===== config.mk =====
export PLATFORM = sky130hd
export DESIGN_NAME = booth_r2_datapath
export DESIGN_NICKNAME = d
export VERILOG_FILES = /design/src/rtl/booth_pkg.sv /design/src/rtl/booth_step.sv /design/src/rtl/booth_r2_datapath.sv
export SDC_FILE = /design/constraint.sdc
export NUM_CORES = 1
export LEC_CHECK = 0
export BUFFER_PORTS_ARGS = -buffer_cell sky130_fd_sc_hd__buf_2
export CORE_MARGIN = 3
export CORE_UTILIZATION = 45
export DETAILED_ROUTE_END_ITERATION = 16
export SETUP_SLACK_MARGIN = 0.02
export SLEW_MARGIN = 0
export SYNTH_ARGS = -nofsm -noshare
export SYNTH_HDL_FRONTEND = slang
export SYNTH_SLANG_ARGS = --single-unit

===== constraint.sdc =====
create_clock -name clk -period 7.8 [get_ports clk]
set_clock_uncertainty 0.2 [all_clocks]
set_input_delay 1.56 -clock clk [delete_from_list [all_inputs] [get_ports clk]]
set_output_delay 1.56 -clock clk [all_outputs]
set_load 0.02 [all_outputs]

===== src/rtl/booth_pkg.sv =====
// Shared definitions for the radix-2 Booth multiplier datapath and its bench.
// Holds the controller state encodings, the operand width, the counter width
// and the number of Booth steps per multiply.
package booth_pkg;

   localparam int unsigned WIDTH = 64;
   localparam int unsigned CNT_W = 7;
   localparam int unsigned STEPS = 64;

   // Controller state encodings; 2'b11 is illegal and decoded as IDLE.
   localparam logic [1:0] IDLE = 2'b00;
   localparam logic [1:0] EXEC = 2'b01;
   localparam logic [1:0] DONE = 2'b10;

   // Counter value after the final step and the value just before it.
   localparam logic [CNT_W-1:0] CNT_MAX  = CNT_W'(STEPS);
   localparam logic [CNT_W-1:0] CNT_LAST = CNT_W'(STEPS - 1);

endpackage


===== src/rtl/booth_step.sv =====
// One combinational radix-2 Booth step.
//   p_i  : current {P_hi, P_lo, q_m1} (2*WIDTH+1 bits)
//   m_i  : multiplicand M
//   p_o  : next {P_hi, P_lo, q_m1} after add/sub and arithmetic shift right
module booth_step
   import booth_pkg::*;
(
   input  logic [2*WIDTH:0] p_i,
   input  logic [WIDTH-1:0] m_i,
   output logic [2*WIDTH:0] p_o
);

   logic [WIDTH-1:0] p_hi;
   logic [WIDTH-1:0] p_lo;
   logic             q_m1;
   logic [WIDTH:0]   hi_ext;
   logic [WIDTH:0]   m_ext;
   logic [WIDTH:0]   sum;

   assign p_hi   = p_i[2*WIDTH:WIDTH+1];
   assign p_lo   = p_i[WIDTH:1];
   assign q_m1   = p_i[0];
   // A 65-bit sum cannot overflow, so -2^63 * -2^63 stays exact.
   assign hi_ext = {p_hi[WIDTH-1], p_hi};
   assign m_ext  = {m_i[WIDTH-1], m_i};

   always_comb begin
      sum = hi_ext;
      case ({p_lo[0], q_m1})
         2'b01:   sum = hi_ext + m_ext;
         2'b10:   sum = hi_ext - m_ext;
         default: sum = hi_ext;
      endcase
   end

   // Shifting the 129-bit {sum, P_lo} right by one drops the old q_m1 only:
   // the sum's duplicated sign bit becomes P_hi[63] and P_lo[0] moves into q_m1.
   assign p_o = {sum, p_lo};

endmodule


===== src/rtl/booth_r2_datapath.sv =====
// Radix-2 Booth multiplier datapath driven by an external controller state.
//   clk, reset_n  : clock, asynchronous active-low reset
//   state         : IDLE loads operands, EXEC steps, DONE holds (2'b11 = IDLE)
//   op_clear      : synchronous clear, acts as an IDLE edge in any state
//   multiplicand  : signed operand A, multiplier : signed operand B
//   cnt           : Booth step counter 0..64
//   op_done       : product valid
//   result        : signed 128-bit product A*B
module booth_r2_datapath
   import booth_pkg::*;
(
   input  logic               clk,
   input  logic               reset_n,
   input  logic [1:0]         state,
   input  logic               op_clear,
   input  logic [WIDTH-1:0]   multiplicand,
   input  logic [WIDTH-1:0]   multiplier,
   output logic [CNT_W-1:0]   cnt,
   output logic               op_done,
   output logic [2*WIDTH-1:0] result
);

   logic [WIDTH-1:0]   m_q, m_d;
   logic [WIDTH-1:0]   p_hi_q, p_hi_d;
   logic [WIDTH-1:0]   p_lo_q, p_lo_d;
   logic               q_m1_q, q_m1_d;
   logic [CNT_W-1:0]   cnt_q, cnt_d;
   logic               op_done_q, op_done_d;
   logic [2*WIDTH-1:0] result_q, result_d;
   logic [2*WIDTH:0]   step_out;

   booth_step u_step (
      .p_i ({p_hi_q, p_lo_q, q_m1_q}),
      .m_i (m_q),
      .p_o (step_out)
   );

   always_comb begin
      m_d       = m_q;
      p_hi_d    = p_hi_q;
      p_lo_d    = p_lo_q;
      q_m1_d    = q_m1_q;
      cnt_d     = cnt_q;
      op_done_d = op_done_q;
      result_d  = result_q;

      if (op_clear || state == IDLE || state == 2'b11) begin
         m_d       = multiplicand;
         p_hi_d    = '0;
         p_lo_d    = multiplier;
         q_m1_d    = 1'b0;
         cnt_d     = '0;
         op_done_d = 1'b0;
         result_d  = '0;
      end else if (state == EXEC && cnt_q < CNT_MAX) begin
         {p_hi_d, p_lo_d, q_m1_d} = step_out;
         cnt_d = cnt_q + CNT_W'(1);
         if (cnt_q == CNT_LAST) begin
            result_d  = step_out[2*WIDTH:1];
            op_done_d = 1'b1;
         end
      end
      // DONE, and EXEC with cnt saturated at 64, hold everything.
   end

   always_ff @(posedge clk or negedge reset_n) begin
      if (!reset_n) begin
         m_q       <= '0;
         p_hi_q    <= '0;
         p_lo_q    <= '0;
         q_m1_q    <= 1'b0;
         cnt_q     <= '0;
         op_done_q <= 1'b0;
         result_q  <= '0;
      end else begin
         m_q       <= m_d;
         p_hi_q    <= p_hi_d;
         p_lo_q    <= p_lo_d;
         q_m1_q    <= q_m1_d;
         cnt_q     <= cnt_d;
         op_done_q <= op_done_d;
         result_q  <= result_d;
      end
   end

   assign cnt     = cnt_q;
   assign op_done = op_done_q;
   assign result  = result_q;

endmodule


Word level (Yosys, flattened, before mapping). Index checks and enable logic that the tools add are counted.

Add/sub/neg operators: 3. Magnitude comparators: 1. Equality and inequality tests: 5. Mux-type cells: 15. Reductions and logical operators: 7.

Operators with widths (count): 128-bit two-way mux (3); 64-bit two-way mux (4); 65-bit case mux with 2 select lines (1); 64-bit by 64-bit adder with 65-bit output (1); 64-bit by 64-bit subtractor with 65-bit output (1); 7-bit two-way mux (2); 7-bit by 1-bit adder with 7-bit output, second input constant (1); 7-bit by 6-bit == test with 1-bit output, second input constant (1); 7-bit less-than comparator, second input constant (1); 1-bit two-way mux (5); 2-bit by 1-bit == test with 1-bit output, second input constant (2); 2-bit == test, second input constant (2); 2-bit nonzero test (2); 2-bit logical NOT (1); 1-bit logical OR (2); 2-bit AND reduction (1); 1-bit logical AND (1).

Register bits: 329. Input bits: 133. Logic and storage cells: 38.

Logic depth before layout (Yosys ltp). Gate-level depths: netlist (run 1).

Depth in word-level cells: 5. Depth in mapped cells: 22. Mapped depth without buffers: 19.

By module. From an unflattened synthesis (run 1), not the netlist that was laid out.

Cell total of the unflattened synthesis: 2426. Area total of the unflattened synthesis: 20850.0 um2.

By module, submodules not included: booth_r2_datapath (times used 1, cells an instance 1398, area an instance 14362.5 um2); booth_step (times used 1, cells an instance 1028, area an instance 6487.5 um2).

Worst setup path before layout (run 1). No wires, ideal clock.

Kind: register to register. Start point: reg m_q[13]. End point: reg p_hi_q[59]. Arrival: 4.520 ns. Setup slack: 2.950 ns. Stages on the path, launching flop included: 20. Path buffers: 2. Clock period less this slack: 4.850 ns. Cell sequence: dfrtp_1 > or4_1 > nor3b_1 > and3_1 > and3_1 > buf_2 > nor3b_1 > a21oi_1 > xnor2_1 > ha_1 > clkbuf_1 > a21o_1 > o21bai_1 > a211oi_1 > nand4_1 > a221oi_1 > nor2_2 > a31oi_1 > or4_1 > nand3_1.

Word-level cells in the longest chain between the ends: 4. Elaborated cells on any way between the ends: 5. Those cells by class: add/sub (2); mux (3).

RTL lines: start, declared (line booth_r2_datapath.sv:23) `logic [WIDTH-1:0] m_q, m_d;`; start signal, assigned (line booth_r2_datapath.sv:76) `m_q <= m_d;`; 64-bit by 64-bit subtractor with 65-bit output or 64-bit by 64-bit adder with 65-bit output (tied branches) (line booth_step.sv:31, booth_step.sv:30); 65-bit case mux with 2 select lines * (line booth_step.sv:29) `case ({p_lo[0], q_m1})`; 64-bit two-way mux * (line booth_r2_datapath.sv:55) `end else if (state == EXEC && cnt_q < CNT_MAX) begin`; 64-bit two-way mux * (line booth_r2_datapath.sv:47) `if (op_clear || state == IDLE || state == 2'b11) begin`; end signal, assigned (line booth_r2_datapath.sv:77) `p_hi_q <= p_hi_d;`; end, declared (line booth_r2_datapath.sv:24) `logic [WIDTH-1:0] p_hi_q, p_hi_d;`.

Every way passes the cells marked *; elsewhere a longest branch is shown, timed or not. The select of a mux whose other input is x is not followed. A chain may end at the register's enable or synchronous reset.

Final worst setup path (run 1).
Start point: reg m_q[0]. End point: reg result_q[126] (netlist: result[126]).

Word-level cells in the longest chain between the ends: 5. Elaborated cells on any way between the ends: 6. Those cells by class: add/sub (2); mux (4).

RTL lines: 64-bit by 64-bit subtractor with 65-bit output or 64-bit by 64-bit adder with 65-bit output (tied branches) (line booth_step.sv:31, booth_step.sv:30); 65-bit case mux with 2 select lines * (line booth_step.sv:29); 128-bit two-way mux * (line booth_r2_datapath.sv:58) `if (cnt_q == CNT_LAST) begin`; 128-bit two-way mux * (line booth_r2_datapath.sv:55); 128-bit two-way mux * (line booth_r2_datapath.sv:47); end signal, assigned (line booth_r2_datapath.sv:82) `result_q <= result_d;`; end, declared (line booth_r2_datapath.sv:29) `logic [2*WIDTH-1:0] result_q, result_d;`.

Marked as above.

==> impl_metrics.csv, run 1 <==
group,metric,value,unit
final_layout,drive_gt1_share,14.3,%
setup_path,rr_worst_depth,17,
flow_run,cap_viol_max_count,0,
route,drt_iter0_drc,1619,
clock_tree,clkSinkCount,329,
timing,hold_viol,0,
clock_tree,cts_tree,"built",
setup_path,worst_setup_path_end_kind,"flop",
min_path,worstHoldStart,"result[74]",
pwr,power_switching,1.70,mW
global_routing,grt.total_usage,28.4,%
min_path,hold_depth,2,
timing,rsz0062_at_grt,"no",
route,final_antenna_net_count,0,
pwr,swShare,34.1,%
final_layout,num-fill-cells,4306,
setup_path,setup.worst_path.class,"reg -> reg",
route,routed_wl,67000,um
route,first_pass_iters,7,
setup_path,slowest_stage,"nor4_1",
route,drc,0,
final_layout,seqCellArea,0.00823,mm2
placement,gp_congestion,0.944,
timing,drv_slew,0,
floorplan,fp.coreArea,0.0432,mm2
final_layout,multiInputGateArea,0.0107,mm2
setup_path,path_buf_inv,1,
route,vias,18814,
placement,port_buffers,268,
timing,setup_violations,0,
setup_path,critPathMaxStageDelay,0.67,ns
final_layout,synthToLayoutAreaGrowth,14.7,%
clock_tree,cts_setup_buffers,0,
timing,worst_slew_pin_slew,1.01,ns
timing,finalCritPeriodShare,77.8,%
floorplan,die_area,0.0463,mm2
floorplan,die_h,215,um
yosys,synth_cell_types,73,
setup_path,crit_required,8.00,ns
floorplan,fp-row-count,76,
global_routing,grt_pass1_wl,105000,um
timing,finalWorstSetupSlack,1.73,ns
floorplan,io_pins,269,
setup_path,cpLargestDelayFamily,"compound AO/OA/AOI/OAI gates",
global_routing,antenna_found_initial,1,
setup_path,worstPathArrival,6.27,ns
timing,max_freq,0.165,GHz
pwr,comb_power_share,24.8,%
placement,dp_slack,1.90,ns
timing,min_period,6.07,ns
clock_tree,numCtsBuffers,38,
final_layout,nNetsFinal,2832,
route,drt-wirelength-per-cell,20.7,um
placement,hpwl,48500,um
setup_path,r2r-end,"result[126]",
global_routing,overflow,0,
yosys,yosysSeqAreaShare,41.8,%
min_path,hold_path_end,"result[74]",
pwr,power.leakage,10.6,nW
yosys,synth-seq-cells,329,
timing,slew_headroom,32.8,%
yosys,synth_area_per_cell,7.94,um2
outcome,outcome,"complete, no violations",
yosys,yosys_warnings,0,
yosys,synth_area,0.0197,mm2
global_routing,grt_max_degree,140,
clock_tree,cts-htree-levels,2,
clock_tree,cts_max_path_buffers,3,
clock_tree,cts_resized,0,
floorplan,start_util,45.6,%
setup_path,crit_chain,"inv_1 > ha_1 > nor4b_1 > nand2_1 > nor4_1 > a21oi_1 > xnor2_1 > ha_1 > a21oi_1 > o21ai_0 > o2bb2ai_1 > or3_1 > o21a_1 > o21bai_1 > o31ai_1 > xnor2_1 > a2111oi_0",
yosys,synth_ff_type,"dfrtp_1",
clock_tree,cts_hold_buffers,0,
min_path,holdCritPathClass,"reg -> reg",
clock_tree,clockRootBuffer,"clkbuf_16",
pwr,intPower,3.29,mW
yosys,synthCells,2481,
setup_path,worst_setup_path_start_kind,"flop",
floorplan,fp.dieW,215,um
pwr,clock_power_share,37.2,%
yosys,async_flop_share,100,%
pwr,seqPwrFrac,38.0,%
timing,setup_tns,0,ns
yosys,synth_fp_nets,2682,
final_layout,diodes,0,
clock_tree,path_clk_slew,0.06,ns
pwr,p_per_area,221,mW/mm2
pwr,ir_drop,0.170,mV
global_routing,first_global_vias,17766,
yosys,synth-edff-count,0,
setup_path,cp_max_fo,7,
setup_path,rr_startpoint,"m_q[0]",
setup_path,rrSetupSlack,1.73,ns
route,viasPerCell,5.80,
clock_tree,clk_latency,0.57,ns
## routing by layer
layer / share of wire (%) / global-route usage (%)
met1: 47 / 42.3
met3: 6.6 / 4.95
met4: 1.9 / 5.82
met2: 44 / 43.7
met5: 0.021 / 0
## placed cells by master, fill, tap and decap left out, types with 10 or more instances in the layout
cell,instances
nor4_1,19
nor2_1,249
nand2b_1,13
buf_2,267
a2111oi_0,12
xor2_1,37
nor3_1,38
mux2i_1,13
clkbuf_8,10
nand4_1,49
nand3_1,45
nand2_1,589
buf_4,16
o21ai_0,159
clkbuf_16,39
o21bai_1,25
nor2b_1,10
a31oi_1,96
a21o_1,27
dfrtp_1,329
inv_1,29
xnor2_1,77
or3_1,15
o21a_1,19
o211ai_1,19
a21oi_1,232
ha_1,66
a211oi_1,14
and3_1,12
## stage by stage
| stage | area, um2 | utilization [%] | instances | power (mW) | hold WS (ns) |
|---|---|---|---|---|---|
| 2_1_floorplan | 19700 | - | 2481 | 2.74 | 0.273 |
| 3_3_place_gp | 21300 | 49.3 | 3176 | 3.14 | 0.276 |
| 3_5_place_dp | 21300 | 49.3 | 3176 | 3.15 | 0.282 |
| 4_1_cts | 22600 | 52.3 | 3245 | 5.02 | 0.297 |
| 5_1_grt | 22600 | 52.3 | 3245 | 5.24 | 0.327 |
| 6_report | 22600 | 52.3 | 3245 | 4.99 | 0.294 |
## flip-flops by register name, indices dropped and copies added, names as in the netlist
| signal | count |
|---|---|
| cnt | 7 |
| m_q | 64 |
| op_done | 1 |
| p_lo_q | 64 |
| p_hi_q | 64 |
| q_m1_q | 1 |
| result | 128 |
## power groups by stage
stage                     clock (mW)  combinational (mW)  sequential (mW)
after floorplan                    0               0.849             1.89
after global placement             0                1.22             1.92
after detailed placement           0                1.22             1.92
after CTS                       1.90                1.23             1.89
after global routing            1.97                1.37             1.91
final                           1.85                1.24             1.90
## kinds of logic after synthesis
| family | synth area share, % |
|---|---|
| AOI/OAI and AO/OA | 20.2 |
| xor gates and xnor gates | 5.07 |
| adders and majority gates | 4.36 |
| buffers and inverters | 4.05 |
| DFF | 41.8 |
| muxes | 0.775 |
| and+or+nand+nor | 23.7 |
## synthesized netlist by cell type (14+ instances only)
master,number,area [um2]
nand3_1,45,225
xnor2_1,77,674
nor2_1,249,935
o21a_1,19,143
nor3_1,38,190
a211oi_1,14,105
or3_1,15,93.8
nand4_1,49,307
o21bai_1,25,188
xor2_1,37,324
o21ai_0,159,796
ha_1,67,838
a21o_1,27,203
clkbuf_1,143,537
nor4_1,19,119
dfrtp_1,329,8230
o211ai_1,19,143
nand2b_1,14,87.6
a31oi_1,96,601
buf_1,19,71.3
inv_1,29,109
a21oi_1,232,1160
nand2_1,590,2210
## worst max path at each step
stage                       end  cells after the start  slack (ns)     from
floorplan            p_hi_q[59]                     19        2.95  m_q[13]
global placement     p_hi_q[61]                     16        2.10   m_q[0]
detailed placement  result[125]                     16        1.90   m_q[0]
CTS                 result[125]                     16        1.86   m_q[0]
global route        result[125]                     16        1.18   m_q[0]
finish              result[126]                     17        1.73   m_q[0]
## worst register-to-register path, cell delays in order, from the launching register on
cell and delay, ns:
dfrtp_1 0.41, inv_1 0.09, ha_1 0.20, nor4b_1 0.46
nand2_1 0.18, nor4_1 0.67, a21oi_1 0.19, xnor2_1 0.40
ha_1 0.40, a21oi_1 0.30, o21ai_0 0.16, o2bb2ai_1 0.17
or3_1 0.41, o21a_1 0.21, o21bai_1 0.64, o31ai_1 0.18
xnor2_1 0.18, a2111oi_0 0.49
## cell type report
cell class	count	share of cell area (%)
multi-input combinational	1946	47.3
timing repair buffer	287	6.78
inverter	29	0.482
sequential	329	36.4
clock buffer	52	4.98
clock inverter	17	0.759
tap	585	3.24
No activity file was read; power rests on OpenSTA's default activity.
==> inputs of run 2 (changes only) <==
PLACE_DENSITY = 0.67   (was not set)
clock period = 5.1 ns   (was 7.8 ns; I/O delays follow)
==> run 2 against run 1 <==
Effect of this change: highest routed layer unchanged; utilization is 3.2 points higher; fmax grew 22%; critical path type unchanged; largest cell class unchanged; cell count rose by 4.1%; non-clock buffer count rose by 138; first-iteration DRC count increased by 9.5%.
==> impl_metrics.csv, run 2 (same netlist as run 1, synthesis figures left out) <==
group,metric,value,unit
outcome,outcome,"complete, no violations",
final_layout,seqCellArea,0.00823,mm2
placement,port_buffers,268,
global_routing,antenna_found_initial,1,
route,met1_length,30000,um
setup_path,setup.worst_path.class,"reg -> reg",
route,drt_iter0_drc,1773,
clock_tree,cts_max_path_buffers,3,
global_routing,grt_pass1_wl,102000,um
route,routed_wl,65000,um
pwr,intPower,5.14,mW
final_layout,multiInputGateArea,0.0111,mm2
placement,hpwl,47200,um
pwr,power_switching,2.63,mW
floorplan,fp.coreArea,0.0432,mm2
final_layout,largest_reg_flops,128,
final_layout,layout_commonest_cell,"nand2_1",
setup_path,crit_required,5.34,ns
flow_run,cap_viol_max_count,0,
route,drc,0,
route,routed.top_layer,"met5",
pwr,seqPwrFrac,37.3,%
min_path,holdCritPathClass,"in -> async",
pwr,finalPower,7.77,mW
global_routing,first_global_vias,18279,
clock_tree,clkSinkCount,329,
pwr,swShare,33.9,%
placement,dpl.cell_count,3294,
floorplan,fp.dieW,215,um
pwr,clock_power_share,34.4,%
floorplan,die_h,215,um
timing,min_period,4.99,ns
timing,hold_viol,0,
setup_path,cp_max_fo,6,
final_layout,diodes,0,
timing,worst_slew_pin_slew,0.902,ns
final_layout,synthToLayoutAreaGrowth,21.8,%
timing,setup_violations,0,
pwr,ir_drop,0.208,mV
setup_path,cp-startpoint,"m_q[3]",
timing,rsz0062_at_grt,"yes",
pwr,p_per_area,324,mW/mm2
final_layout,final_cell_mix,"588 x nand2_1, 329 x dfrtp_1, 267 x buf_2",
pwr,comb_power_share,28.3,%
route,drt-wirelength-per-cell,19.2,um
clock_tree,clockRootBuffer,"clkbuf_16",
setup_path,worst_setup_path_end_kind,"flop",
route,vias,19331,
clock_tree,path_clk_slew,0.06,ns
final_layout,final_util,55.6,%
setup_path,worstPathArrival,5.23,ns
setup_path,worst_setup_path_start_kind,"flop",
placement,gp_congestion,0.993,
clock_tree,clk_latency,0.56,ns
final_layout,num-fill-cells,4126,
floorplan,start_util,45.6,%
timing,slew_headroom,39.9,%
global_routing,grt_max_degree,111,
clock_tree,numCtsBuffers,37,
final_layout,nNetsFinal,2969,
timing,finalCritPeriodShare,97.8,%
clock_tree,cts_tree,"built",
clock_tree,cts-htree-levels,2,
route,first_pass_iters,5,
timing,max_freq,0.200,GHz
timing,drv_slew,0,
route,viasPerCell,5.72,
route,wl_met2,28500,um
floorplan,fp-row-count,76,
timing,holdWs,0.305,ns
global_routing,overflow,0,
floorplan,io_pins,269,
global_routing,grt.total_usage,27.2,%
floorplan,die_area,0.0463,mm2
route,final_antenna_net_count,0,
final_layout,drive_gt1_share,20.7,%
pwr,power.leakage,11.3,nW
route,met3_length,4730,um
setup_path,rr_startpoint,"m_q[3]",
final_layout,final-instance-count-excl-fill,3379,
[run 2: cell count changes in the layout (fill, tap and decap cells not counted), moves of 9 or more]
cell,delta
xnor2_1,-12
o21ai_0,-9
ha_1,-12
o21ai_1,+9
xnor2_2,+12
buf_4,+136
[run 2: critical path, cell delays in order (launching register included)]
cell and delay, ns:
dfrtp_1 0.37, or4_4 0.56, nor4b_4 0.32, buf_4 0.17, and3b_2 0.23, a31oi_2 0.13, xnor2_2 0.20, ha_4 0.32
nand4_1 0.20, or3_1 0.43, a211o_1 0.34, a211o_1 0.34, a211o_1 0.31, and2_4 0.16, mux2_4 0.32, o41ai_4 0.28
[run 2: final timing paths]
path | endpoint | slack, ns | depth (start not counted)
hold reg to reg | result[76] | 0.32 | 2
setup reg to reg | result[125] | 0.11 | 15
min in group clk | result[76] | 0.32 | 2
hold / removal | p_lo_q[10] | 0.30 | 1
max in group asynchronous | p_hi_q[44] | 3.36 | 2
setup / recovery | result[125] | 0.11 | 15
[run 2: power groups by stage]
stage | Sequential (mW) | Clock [mW] | Combinational (mW)
2_1_floorplan | 2.89 | 0 | 1.30
3_5_place_dp | 2.93 | 0 | 2.04
3_3_place_gp | 2.93 | 0 | 2.02
4_1_cts | 2.89 | 2.74 | 2.06
6_report | 2.90 | 2.67 | 2.20
5_1_grt | 2.91 | 2.85 | 2.41
[run 2: area by class of cell]
class | count | share of cell area (%)
clock buffers | 51 | 4.37
clock inverters | 14 | 0.594
inverters | 29 | 0.454
multi-input cells | 1946 | 46.4
flip-flops and latches | 329 | 34.3
well taps | 585 | 3.05
repair buffers | 425 | 10.8
[run 2: repair_timing]
item	CTS	global route
pin swaps	1	39
hold buffers	0	0
gates resized for setup	3	95
setup buffers	1	19
setup endpoints to repair	10	49
[run 2: metrics by stage]
| stage | area (um2) | TNS, ns | worst slack (ns) |
|---|---|---|---|
| finish | 24000 | 0 | 0.112 |
| global route | 24000 | -0.0719 | -0.0505 |
| CTS | 23400 | 0 | 0.0227 |
| detailed placement | 22200 | -0.112 | -0.112 |
| global placement | 22200 | 0 | 0.0699 |
| floorplan | 19700 | 0 | 0.250 |
[run 2: metal layers]
layer	GRT usage, %	vias up
met5	0	-
met4	7.71	2
met3	5.68	102
met2	41.5	678
met1	39.3	9337
li1	-	9212
